<file path="src/rtl/fifo_arb_pkg.sv">
// rtl/fifo_arb_pkg.sv - shared types, constants and width helper for the FIFO write arbiter
// Purpose: arbiter FSM state encoding, stall counter width, clog2-style width function.
// Ports: none (package).
package fifo_arb_pkg;

   typedef enum logic {
      IDLE  = 1'b0,
      BURST = 1'b1
   } state_e;

   localparam int STALL_W = 16;

   // Bits needed to index n values; never less than 1 so a 1-entry range still has a wire.
   function automatic int clog2w(input int n);
      int w;
      w = 1;
      for (int i = 1; i < 31; i++) begin
         if ((1 << i) < n) w = i + 1;
      end
      return w;
   endfunction

endpackage

</file>
<file path="src/rtl/rr_picker.sv">
// rtl/rr_picker.sv - combinational round-robin picker
// Purpose: find the first asserted request searching upward from last_grant+1, wrapping.
// Ports:
//   req_i        in  num_req  request vector
//   last_grant_i in  id_w     index granted most recently
//   found_o      out 1        some request is asserted
//   winner_o     out id_w     index of the selected request (0 when none)
module rr_picker
   import fifo_arb_pkg::*;
#(
   parameter int num_req = 4,
   parameter int id_w    = clog2w(num_req)
) (
   input  logic [num_req-1:0] req_i,
   input  logic [id_w-1:0]    last_grant_i,
   output logic               found_o,
   output logic [id_w-1:0]    winner_o
);

   int               idx;
   logic [id_w-1:0]  idx_w;

   // Scan from the farthest offset down to the nearest so the nearest hit is written last.
   always_comb begin
      found_o  = 1'b0;
      winner_o = '0;
      idx      = 0;
      idx_w    = '0;
      for (int i = num_req; i >= 1; i--) begin
         idx = int'(last_grant_i) + i;
         if (idx >= num_req) idx = idx - num_req;
         idx_w = id_w'(idx);
         if (req_i[idx_w]) begin
            found_o  = 1'b1;
            winner_o = idx_w;
         end
      end
   end

endmodule

</file>
<file path="src/rtl/fifo_wr_arbiter.sv">
// rtl/fifo_wr_arbiter.sv - round-robin burst arbiter for the FIFO write port
// Purpose: share one FIFO write port among num_req producers, bounded bursts, full-aware.
// Ports:
//   wr_clk_i     in  1                   write clock
//   rst_n_i      in  1                   async active-low reset
//   req_i        in  num_req             per-requester word available
//   req_data_i   in  num_req*data_width  requester i word at [i*data_width +: data_width]
//   fifo_full_i  in  1                   FIFO full flag
//   ack_o        out num_req             word of requester i accepted this cycle
//   wr_en_o      out 1                   FIFO write enable
//   wdata_o      out data_width          FIFO write data (0 when not writing)
//   grant_id_o   out clog2(num_req)      current owner
//   busy_o       out 1                   grant active
//   stall_cnt_o  out 16                  saturating count of full-blocked owner cycles
module fifo_wr_arbiter
   import fifo_arb_pkg::*;
#(
   parameter  int data_width = 8,
   parameter  int num_req    = 4,
   parameter  int max_burst  = 4,
   localparam int ID_W       = clog2w(num_req)
) (
   input  logic                          wr_clk_i,
   input  logic                          rst_n_i,
   input  logic [num_req-1:0]            req_i,
   input  logic [num_req*data_width-1:0] req_data_i,
   input  logic                          fifo_full_i,
   output logic [num_req-1:0]            ack_o,
   output logic                          wr_en_o,
   output logic [data_width-1:0]         wdata_o,
   output logic [ID_W-1:0]               grant_id_o,
   output logic                          busy_o,
   output logic [STALL_W-1:0]            stall_cnt_o
);

   localparam int BEAT_W = clog2w(max_burst + 1);

   state_e              state_q, state_d;
   logic [ID_W-1:0]     owner_q, owner_d;
   logic [ID_W-1:0]     last_q, last_d;
   logic [BEAT_W-1:0]   beat_q, beat_d;
   logic [STALL_W-1:0]  stall_q, stall_d;

   logic                pick_found;
   logic [ID_W-1:0]     pick_winner;
   logic                own_req;
   logic                accept;
   logic                blocked;
   logic                last_beat;

   rr_picker #(
      .num_req (num_req),
      .id_w    (ID_W)
   ) u_picker (
      .req_i        (req_i),
      .last_grant_i (last_q),
      .found_o      (pick_found),
      .winner_o     (pick_winner)
   );

   assign own_req   = req_i[owner_q];
   assign accept    = (state_q == BURST) && own_req && !fifo_full_i;
   assign blocked   = (state_q == BURST) && own_req && fifo_full_i;
   assign last_beat = (beat_q == BEAT_W'(max_burst - 1));

   // Write-side outputs follow the live req/full so a full flag blocks the write in the same cycle.
   always_comb begin
      ack_o   = '0;
      wr_en_o = 1'b0;
      wdata_o = '0;
      if (accept) begin
         ack_o[owner_q] = 1'b1;
         wr_en_o        = 1'b1;
         wdata_o        = req_data_i[int'(owner_q)*data_width +: data_width];
      end
   end

   always_comb begin
      state_d = state_q;
      owner_d = owner_q;
      last_d  = last_q;
      beat_d  = beat_q;
      stall_d = stall_q;
      case (state_q)
         IDLE: begin
            if (pick_found) begin
               owner_d = pick_winner;
               beat_d  = '0;
               state_d = BURST;
            end
         end
         BURST: begin
            if (!own_req) begin
               // Requester let go early; rotate past it.
               last_d  = owner_q;
               state_d = IDLE;
            end else if (fifo_full_i) begin
               if (stall_q != '1) stall_d = stall_q + 1'b1;
            end else if (last_beat) begin
               last_d  = owner_q;
               state_d = IDLE;
            end else begin
               beat_d = beat_q + 1'b1;
            end
         end
         default: state_d = IDLE;
      endcase
   end

   always_ff @(posedge wr_clk_i or negedge rst_n_i) begin
      if (!rst_n_i) begin
         state_q <= IDLE;
         owner_q <= '0;
         last_q  <= ID_W'(num_req - 1);
         beat_q  <= '0;
         stall_q <= '0;
      end else begin
         state_q <= state_d;
         owner_q <= owner_d;
         last_q  <= last_d;
         beat_q  <= beat_d;
         stall_q <= stall_d;
      end
   end

   assign busy_o      = (state_q == BURST);
   assign grant_id_o  = owner_q;
   assign stall_cnt_o = stall_q;

endmodule

</file>
<file path="config.mk">
export PLATFORM = sky130hd
export DESIGN_NAME = fifo_wr_arbiter
export DESIGN_NICKNAME = d
export VERILOG_FILES = /design/src/rtl/fifo_arb_pkg.sv /design/src/rtl/rr_picker.sv /design/src/rtl/fifo_wr_arbiter.sv
export SDC_FILE = /design/constraint.sdc
export NUM_CORES = 1
export LEC_CHECK = 0
export ABC_AREA = 1
export CAP_MARGIN = 20
export CORE_MARGIN = 2
export CORE_UTILIZATION = 42
export CTS_BUF_LIST = sky130_fd_sc_hd__clkbuf_8
export CTS_CLUSTER_DIAMETER = 120
export DETAILED_ROUTE_END_ITERATION = 12
export PLACE_DENSITY = 0.87
export SETUP_SLACK_MARGIN = 0.3
export SLEW_MARGIN = 20
export SYNTH_ARGS = -nofsm -noshare
export SYNTH_HDL_FRONTEND = slang
export SYNTH_SLANG_ARGS = --single-unit
</file>
<file path="constraint.sdc">
create_clock -name wr_clk_i -period 2.1 [get_ports wr_clk_i]
set_clock_uncertainty 0.15 [all_clocks]
set_input_delay 0.21 -clock wr_clk_i [delete_from_list [all_inputs] [get_ports wr_clk_i]]
set_output_delay 0.21 -clock wr_clk_i [all_outputs]
set_load 0.005 [all_outputs]
</file>
Word-level counts from Yosys, hierarchy flattened
Index checks and enable logic that the tools add are counted.

Add/sub/neg operators: 10. Magnitude comparators: 10. Equal/unequal tests: 8. Shift operators: 1. Mux-type cells: 40. Bitwise gates (word level): 1. Reductions and logical operators: 8.

Operators with widths (number): $shiftx 32x6->8 (1); $mux 2 (11); $add 16x1->16 const B (1); $ne 16x16->1 const B (1); $lt 2x3->1 const B (5); $mux 1 (15); $mux 3 (4); $bmux 1 s2 (5); $ge 3x3->1 const B (3); $mux 8 (1); $ne 2x2->1 const B (4); $reduce_and 4->1 (2); $sub 2x1->2 const B (4); $add 2x2->3 const B (2); $pmux 3 s2 (1); $add 2x3->4 const B (1); $ge 4x3->1 const B (1); $mux 4 (1); $ne 2x1->1 const B (2); $add 2x1->3 const B (1); $add 3x1->3 const B (1); $eq 3x2->1 const B (1); $logic_and 1x1->1 (3); $reduce_and 3->1 (1); 6 further kinds (6).

Register bits after elaboration: 24. Bits of input ports: 39. Output and inout bits: 32. Word-level logic and storage cells: 83.

Longest topological paths before layout
Gate-level depths: netlist (run 1).

Depth after elaboration: 11. Depth in mapped cells: 12. Gate-level depth less buffers: 11.

Hierarchy
A second synthesis (run 1) with hierarchy kept.

Cells, all modules: 324. Area total of the unflattened synthesis: 2059.5 sq um.

By module, submodules not included: fifo_wr_arbiter (instances 1, cells an instance 273, area an instance 1813.0 sq um, sequential area each 603.1 sq um); rr_picker (instances 1, cells an instance 51, area an instance 246.5 sq um, sequential area each 0.0 sq um).

Worst setup path after synthesis (run 1)
Ideal clock, no wire load.

Path type: register to register. Start point: register stall_q[0] (netlist: stall_cnt_o[0]). End point: register stall_q[10] (netlist: stall_cnt_o[10]). Setup time: 0.127 ns. Arrival: 1.486 ns. Data required time: 1.823 ns. Slack: 0.337 ns. Stages on the path, launching flop included: 10. Buffers on the path: 1. Clock period less this slack: 1.763 ns. Cells stage by stage: dfrtp_1 > ha_1 > nand3_1 > nor3_1 > nand3_1 > nand2_1 > nor2_4 > buf_6 > nand2_1 > o21ai_0.

Word-level cells in the longest chain between the ends: 2. Elaborated cells on any way between the ends: 3. Those cells by class: 1 x add/sub; 1 x eq/ne; 1 x reduce/logical.

Ends and longest elaborated chain: start, declared (line fifo_wr_arbiter.sv:42) `logic [STALL_W-1:0] stall_q, stall_d;`; start signal, assigned (line fifo_wr_arbiter.sv:122) `stall_q <= stall_d;`; parallel branches: the longest is 2 deep, another holds $add 16x1->16.

Several ways; the timed one is not identified. A chain may end at the register's enable or synchronous reset.

Final worst setup path (run 1)
Start point: register owner_q[0] (netlist: grant_id_o[0]). End point: output wdata_o[0].

Word-level cells in the longest chain between the ends: 5. Elaborated cells on any way between the ends: 6. Those cells by class: 1 x shift; 3 x mux; 2 x reduce/logical.

Ends and longest elaborated chain: start, declared (line fifo_wr_arbiter.sv:39) `logic [ID_W-1:0] owner_q, owner_d;`; start signal, assigned (line fifo_wr_arbiter.sv:119) `owner_q <= owner_d;`; parallel branches: the longest is 4 deep, another holds $shiftx 32x6->8; $mux 8 (*) (line fifo_wr_arbiter.sv:71) `if (accept) begin`; end, declared (line fifo_wr_arbiter.sv:30) `output logic [data_width-1:0] wdata_o,`.

Mark *: on every way between the ends. The select of a mux whose other input is x is not followed.

==> metrics.csv, run 1 <==
stage,metric,value,unit
logic_synthesis,synth warn,0,
logic_synthesis,compound-cell area share of the yosys netlist,13.0,%
clock_tree,clock root cell,clkbuf_8,
timing,Worst slew margin,73.7,%
drt,drt drc,0,
flow_run,max-cap check violation count,0,
logic_synthesis,Mean Syn Cell Area,6.68,µm²
clock_tree,cts hold-fix bufs,0,
critical_path,Crit path buffers/inverters,4,
clock_tree,CTS Sinks,24,
timing,Slew @ Worst Pin,0.391,ns
timing,Final Max Slew Viols,0,
drt,1st-pass router iterations,4,
drt,Routed Antenna Nets,0,
critical_path,Worst EP arrival,1.72,ns
critical_path,CP top delay family,buffers and inverters,
final_layout,Finished Layout Cells,416,
logic_synthesis,main combinational cell family by area after synthesis,simple AND/OR/NAND/NOR gates,
logic_synthesis,post-synth top area share,30.6,%
placed_design,dpl ws,-0.206,ns
clock_tree,CTS tree,yes,
grt,initial antenna violation count,0,
final_layout,nets,409,
logic_synthesis,number of synthesized register bits,24,
timing,unrepaired setup endpoints after global routing,true,
timing,Max Freq,480,MHz
timing,Hold Fails Final Rpt,0,
clock_tree,CTS buffer count,3,
logic_synthesis,cell taking the most area after synthesis,dfrtp_1,
logic_synthesis,"Top FF cell, synth",dfrtp_1,
grt,first-pass GRT wire length,8.58,mm
critical_path,Startpoint Class,flip-flop,
critical_path,max incr delay on CP,0.50,ns
placed_design,PortBufs,70,
logic_synthesis,fraction of registers with async set/reset,100,%
floorplan,Die X,69.4,µm
pwr,LEAKAGE,1.33,nW
critical_path,crit path max fanout,8,
logic_synthesis,multiplexer share of the synthesized area,0,%
grt,GRT Total Usage,21.2,%
floorplan,Core Region,4060,µm²
critical_path,WS Path Type,reg2out,
final_layout,n_diodes,0,
floorplan,die area,4820,µm²
critical_path,Critical R2R Capture,stall_cnt_o[3]$_DFFE_PN0P_,
critical_path,reg2reg path depth,11,
placed_design,DP Cell Count,399,
placed_design,RD Place Congestion,0.827,
clock_tree,"Reg clk slew, reported paths",0.09,ns
floorplan,I/O Pins,71,
critical_path,R2R setup slack,0.14,ns
timing,setup ws final,0.0160,ns
logic_synthesis,most numerous cell in the Yosys netlist,nand2_1,
pwr,Worst VDD drop,0.000680,V
drt,Via density,5.31,
logic_synthesis,Post-synth EDFFs,0,
critical_path,highest-delay cell along the critical path,dfrtp_2,
pwr,PwrDens,1200,nW/µm²
drt,vias,2211,
pwr,Final Power,3.54,mW
final_layout,synthesis-to-finish area growth,64.3,%
grt,largest net degree at the start of global routing,32,
logic_synthesis,Post-Synth XOR/XNOR Area,6.34,%
grt,vias in the first global route,2018,
logic_synthesis,"Cell Area, Synth",1800,µm²
drt,WL final,5.87,mm
logic_synthesis,Synth Area in Simple Gates,33.8,%
drt,drt wl/cell,14.1,µm
logic_synthesis,Post-Synth Adder-Cell Area,2.09,%
critical_path,cells along the critical path,"inv_2, nand2_2, buf_6, clkinvlp_4, a22oi_2, a31oi_4, buf_2",
timing,final period utilization,99.2,%
logic_synthesis,Syn Nets,311,
floorplan,die height,69.4,µm
clock_tree,H-tree Lvls,1,
timing,crit path time final,2.08,ns
placed_design,post-DP HPWL,3.87,mm
logic_synthesis,"top cells by area, synth","dfrtp_1, nand2_1, inv_1",
hold_path,worst hold path class,in2async,
critical_path,Worst Setup End Kind,output pin,
logic_synthesis,"Seq/Total Area, Yosys",33.6,%
outcome,status,finished clean,
logic_synthesis,commonest cells in the netlist,"nand2_1, inv_1, dfrtp_1, nand3_1, o21ai_0",
critical_path,R2R Path Start,grant_id_o[0]$_DFFE_PN0P_,
grt,final global-route overflow total,0,
critical_path,worst endpoint required time,1.74,ns
drt,iteration-0 DRC count of the detailed router,138,
clock_tree,Clock Latency Late Sink,0.27,ns
floorplan,Site Rows,23,
floorplan,initial core utilization,44.3,%
clock_tree,Max clock buf depth,2,
logic_synthesis,Synth cell types,23,
final_layout,share of layout cells above drive strength 1,22.7,%
logic_synthesis,Gate Count Post-Synth,269,
timing,setup violators final,0,
==> routing by layer <==
metal	share of wire, %	up-vias	track usage [%]
li1	-	1057	-
met1	36	1022	23.6
met2	54	120	40.4
met4	2.4	0	6.10
met5	0	-	0
met3	6.8	12	4.22
==> layout by cell type (no fill, tap or decap), types with 2 or more instances in the layout <==
cell / n
o21ai_2: 3
a22oi_2: 6
o21ai_0: 16
a22oi_1: 2
nor2_4: 2
nand2_2: 5
clkinvlp_4: 2
o21ai_1: 2
nand2_1: 84
inv_2: 4
buf_4: 21
nor3_1: 6
xor2_1: 13
dfrtp_1: 21
inv_1: 36
nand3_1: 21
dfstp_2: 2
buf_6: 4
nand3b_1: 2
clkdlybuf4s50_1: 57
a31oi_4: 4
nor3_2: 2
clkbuf_16: 2
nor2_2: 2
a31oi_1: 3
buf_2: 12
clkbuf_8: 4
and2_1: 2
ha_1: 2
nor2_1: 14
==> registers in the layout, indices dropped and copies added, names as in the netlist <==
name / flops
beat_q: 3
busy_o: 1
grant_id_o: 2
last_q: 2
stall_cnt_o: 16
==> where the power goes <==
group          leakage, nW  internal, mW  switching (mW)
Combinational        0.993          1.12            1.19
Sequential           0.306         0.665           0.251
Clock               0.0288         0.168           0.150
Total                 1.33          1.95            1.59
==> worst max-delay path by stage <==
stage	slack, ns	cells after the start	from	to
after global placement	-0.18	9	req_i[3]	wdata_o[4]
final	0.02	7	grant_id_o[0]$_DFFE_PN0P_	wdata_o[0]
after global routing	-0.06	9	grant_id_o[0]$_DFFE_PN0P_	wdata_o[4]
after CTS	0.06	9	grant_id_o[0]$_DFFE_PN0P_	wdata_o[3]
after floorplan	0.34	9	stall_cnt_o[0]$_DFFE_PN0P_	stall_cnt_o[10]$_DFFE_PN0P_
after detailed placement	-0.21	9	req_i[3]	wdata_o[5]
==> kinds of logic (layout without fill, tap and decap cells) <==
logic type | count (synthesis) | count (layout)
fa+ha+maj | 3 | 3
flops | 24 | 24
simple gates | 143 | 143
buf+inv | 47 | 144
xor+xnor | 13 | 13
compound gates | 39 | 39
==> final cells by class <==
cell class | instances | area, µm²
clock buffer | 4 | 55.1
tap | 50 | 62.6
fill | 298 | 1110
inverter | 42 | 165
sequential | 24 | 604
multi-input combinational | 198 | 1150
timing repair buffer | 98 | 918
==> through the flow <==
stage / setup TNS [ns] / hold WS, ns / instance area, µm² / utilization, %
after floorplan: 0 / -0.236 / 1800 / -
after global placement: -2.03 / 0.340 / 2640 / 65.1
after detailed placement: -2.21 / 0.363 / 2640 / 65.1
after CTS: 0 / 0.163 / 2740 / 67.5
after global routing: -0.395 / 0.177 / 2950 / 72.7
final: 0 / 0.150 / 2950 / 72.7
==> what timing repair did <==
action                                  4_1_cts  5_1_grt
endpoints found under the setup margin       31       31
gates cloned                                  1        3
setup buffers                                 2        7
resized for setup                            76       20
pin swaps                                     4        8
No activity file was read; power rests on OpenSTA's default activity.
==> run 2: changes to the inputs <==
--- a/config.mk
+++ b/config.mk
@@ -7,11 +7,11 @@
 export LEC_CHECK = 0
 export ABC_AREA = 1
 export CAP_MARGIN = 20
-export CORE_MARGIN = 2
 export CORE_UTILIZATION = 42
 export CTS_BUF_LIST = sky130_fd_sc_hd__clkbuf_8
 export CTS_CLUSTER_DIAMETER = 120
 export DETAILED_ROUTE_END_ITERATION = 12
+export GPL_ROUTABILITY_DRIVEN = 1
 export PLACE_DENSITY = 0.87
 export SETUP_SLACK_MARGIN = 0.3
 export SLEW_MARGIN = 20
==> metrics.csv, run 2 (synthesis gave the netlist of run 1 again) <==
stage,metric,value,unit
outcome,status,"complete, but fails checks",
outcome,failing checks,negative setup slack,
final_layout,share of layout cells above drive strength 1,21.0,%
floorplan,I/O Pins,71,
timing,setup violators final,5,
timing,Hold Fails Final Rpt,0,
timing,crit path time final,2.12,ns
grt,first-pass GRT wire length,8.58,mm
drt,iteration-0 DRC count of the detailed router,126,
clock_tree,clock root cell,clkbuf_8,
final_layout,fillers,299,
grt,initial antenna violation count,0,
clock_tree,CTS Sinks,24,
critical_path,crit path max fanout,6,
placed_design,RD Place Congestion,0.847,
drt,Via density,5.19,
placed_design,PortBufs,70,
clock_tree,cts hold-fix bufs,0,
final_layout,area occupied by registers,604,µm²
clock_tree,H-tree Lvls,1,
drt,drt drc,0,
critical_path,max incr delay on CP,0.48,ns
floorplan,Core Region,4060,µm²
timing,Worst slew margin,75.0,%
placed_design,post-DP HPWL,3.86,mm
clock_tree,"Reg clk slew, reported paths",0.09,ns
timing,Final Max Slew Viols,0,
floorplan,die height,67.4,µm
timing,unrepaired setup endpoints after global routing,true,
drt,vias,2185,
grt,GRT Total Usage,24.3,%
final_layout,synthesis-to-finish area growth,64.9,%
timing,Max Freq,471,MHz
grt,met2 Track Usage GR,45.8,%
final_layout,area occupied by multi-input gates,1100,µm²
clock_tree,CTS tree,yes,
critical_path,reg2reg path depth,12,
floorplan,Site Rows,23,
pwr,Worst VDD drop,0.000632,V
floorplan,die area,4540,µm²
critical_path,Worst Setup End Kind,output pin,
clock_tree,Max clock buf depth,2,
grt,vias in the first global route,2027,
timing,Slew @ Worst Pin,0.371,ns
final_layout,most frequent cells in the layout,"nand2_1, clkdlybuf4s50_1, inv_1",
drt,WL final,5.71,mm
drt,Routed Antenna Nets,0,
final_layout,"most common cell after layout, fill and taps aside",nand2_1,
critical_path,critical path startpoint,grant_id_o[0]$_DFFE_PN0P_,
final_layout,n_diodes,0,
hold_path,worst hold path class,in2async,
grt,met3 Usage GRT,2.87,%
timing,Setup TNS Final,-0.0751,ns
critical_path,cells along the critical path,"inv_2, nand2_2, o22ai_1, inv_1, nand2_2, nand3_2, buf_6, buf_6, a31oi_4, buf_2",
grt,grt met1 use,28.6,%
critical_path,worst endpoint required time,1.74,ns
critical_path,R2R setup slack,0.26,ns
pwr,Final Power,3.58,mW
critical_path,Startpoint Class,flip-flop,
critical_path,Worst EP arrival,1.76,ns
critical_path,WS Path Type,reg2out,
grt,GR peak layer,met2,
pwr,LEAKAGE,1.37,nW
timing,final period utilization,101,%
clock_tree,Clock Latency Late Sink,0.27,ns
drt,drt wl/cell,13.6,µm
clock_tree,CTS buffer count,3,
critical_path,R2R Path Start,grant_id_o[0]$_DFFE_PN0P_,
grt,final global-route overflow total,0,
drt,1st-pass router iterations,4,
pwr,PwrDens,1210,nW/µm²
floorplan,initial core utilization,44.3,%
floorplan,Die X,67.4,µm
final_layout,nets,414,
timing,setup ws final,-0.0234,ns
critical_path,highest-delay cell along the critical path,dfrtp_2,
flow_run,max-cap check violation count,0,
grt,largest net degree at the start of global routing,32,
final_layout,max reg flops,16,
placed_design,dpl ws,-0.247,ns
==> run 2: path summary, 6_finish.rpt <==
check	end
worst max-delay path	wdata_o[1]
worst min-delay path	stall_cnt_o[5]$_DFFE_PN0P_
worst max register to register	stall_cnt_o[0]$_DFFE_PN0P_
worst min register to register	beat_q[2]$_DFFE_PN0P_
max in group asynchronous	last_q[1]$_DFFE_PN1P_
min in group wr_clk_i	beat_q[2]$_DFFE_PN0P_
==> run 2: layout make-up <==
class,count,area share [%]
Clock buffer,3,1.39
Tap cell,50,2.11
Timing Repair Buffer,103,32.5
Sequential cell,24,20.4
Multi-Input combinational cell,198,37.2
Inverter,42,5.41
Clock inverter,1,1.01
==> run 2: power breakdown <==
part	switching (mW)	internal, mW
sequential	0.238	0.666
clock	0.150	0.255
combinational	1.15	1.13
==> run 2: repair_timing <==
action / 4_1_cts / 5_1_grt
resized for setup: 68 / 17
cloned: 0 / 3
buffers inserted: 12 / 3
endpoints found under the setup margin: 30 / 35
pin swaps: 2 / 7
endpoints found under the hold margin: 0 / 0
==> run 2: per-layer routing <==
layer	up-vias	wire length, µm
li1	1071	-
met1	1001	2200
met2	97	3070
met3	16	305
met4	0	136
met5	-	0
==> run 2: worst max-delay path: cells and delay by family, from the launching register on <==
family / cells / cell delay, ns
buffers and inverters: 5 / 0.57
AOI/OAI and AO/OA: 2 / 0.24
and+or+nand+nor: 3 / 0.22
DFF: 1 / 0.48
==> run 2: through the flow <==
step                utilization, %  std cells  area [µm²]  hold slack, ns
global route                  73.0        421        2960           0.178
global placement              65.1        399        2640           0.333
CTS                           68.9        415        2800           0.155
floorplan                        -        269        1800          -0.236
finish                        73.0        421        2960           0.143
detailed placement            65.1        399        2640           0.356
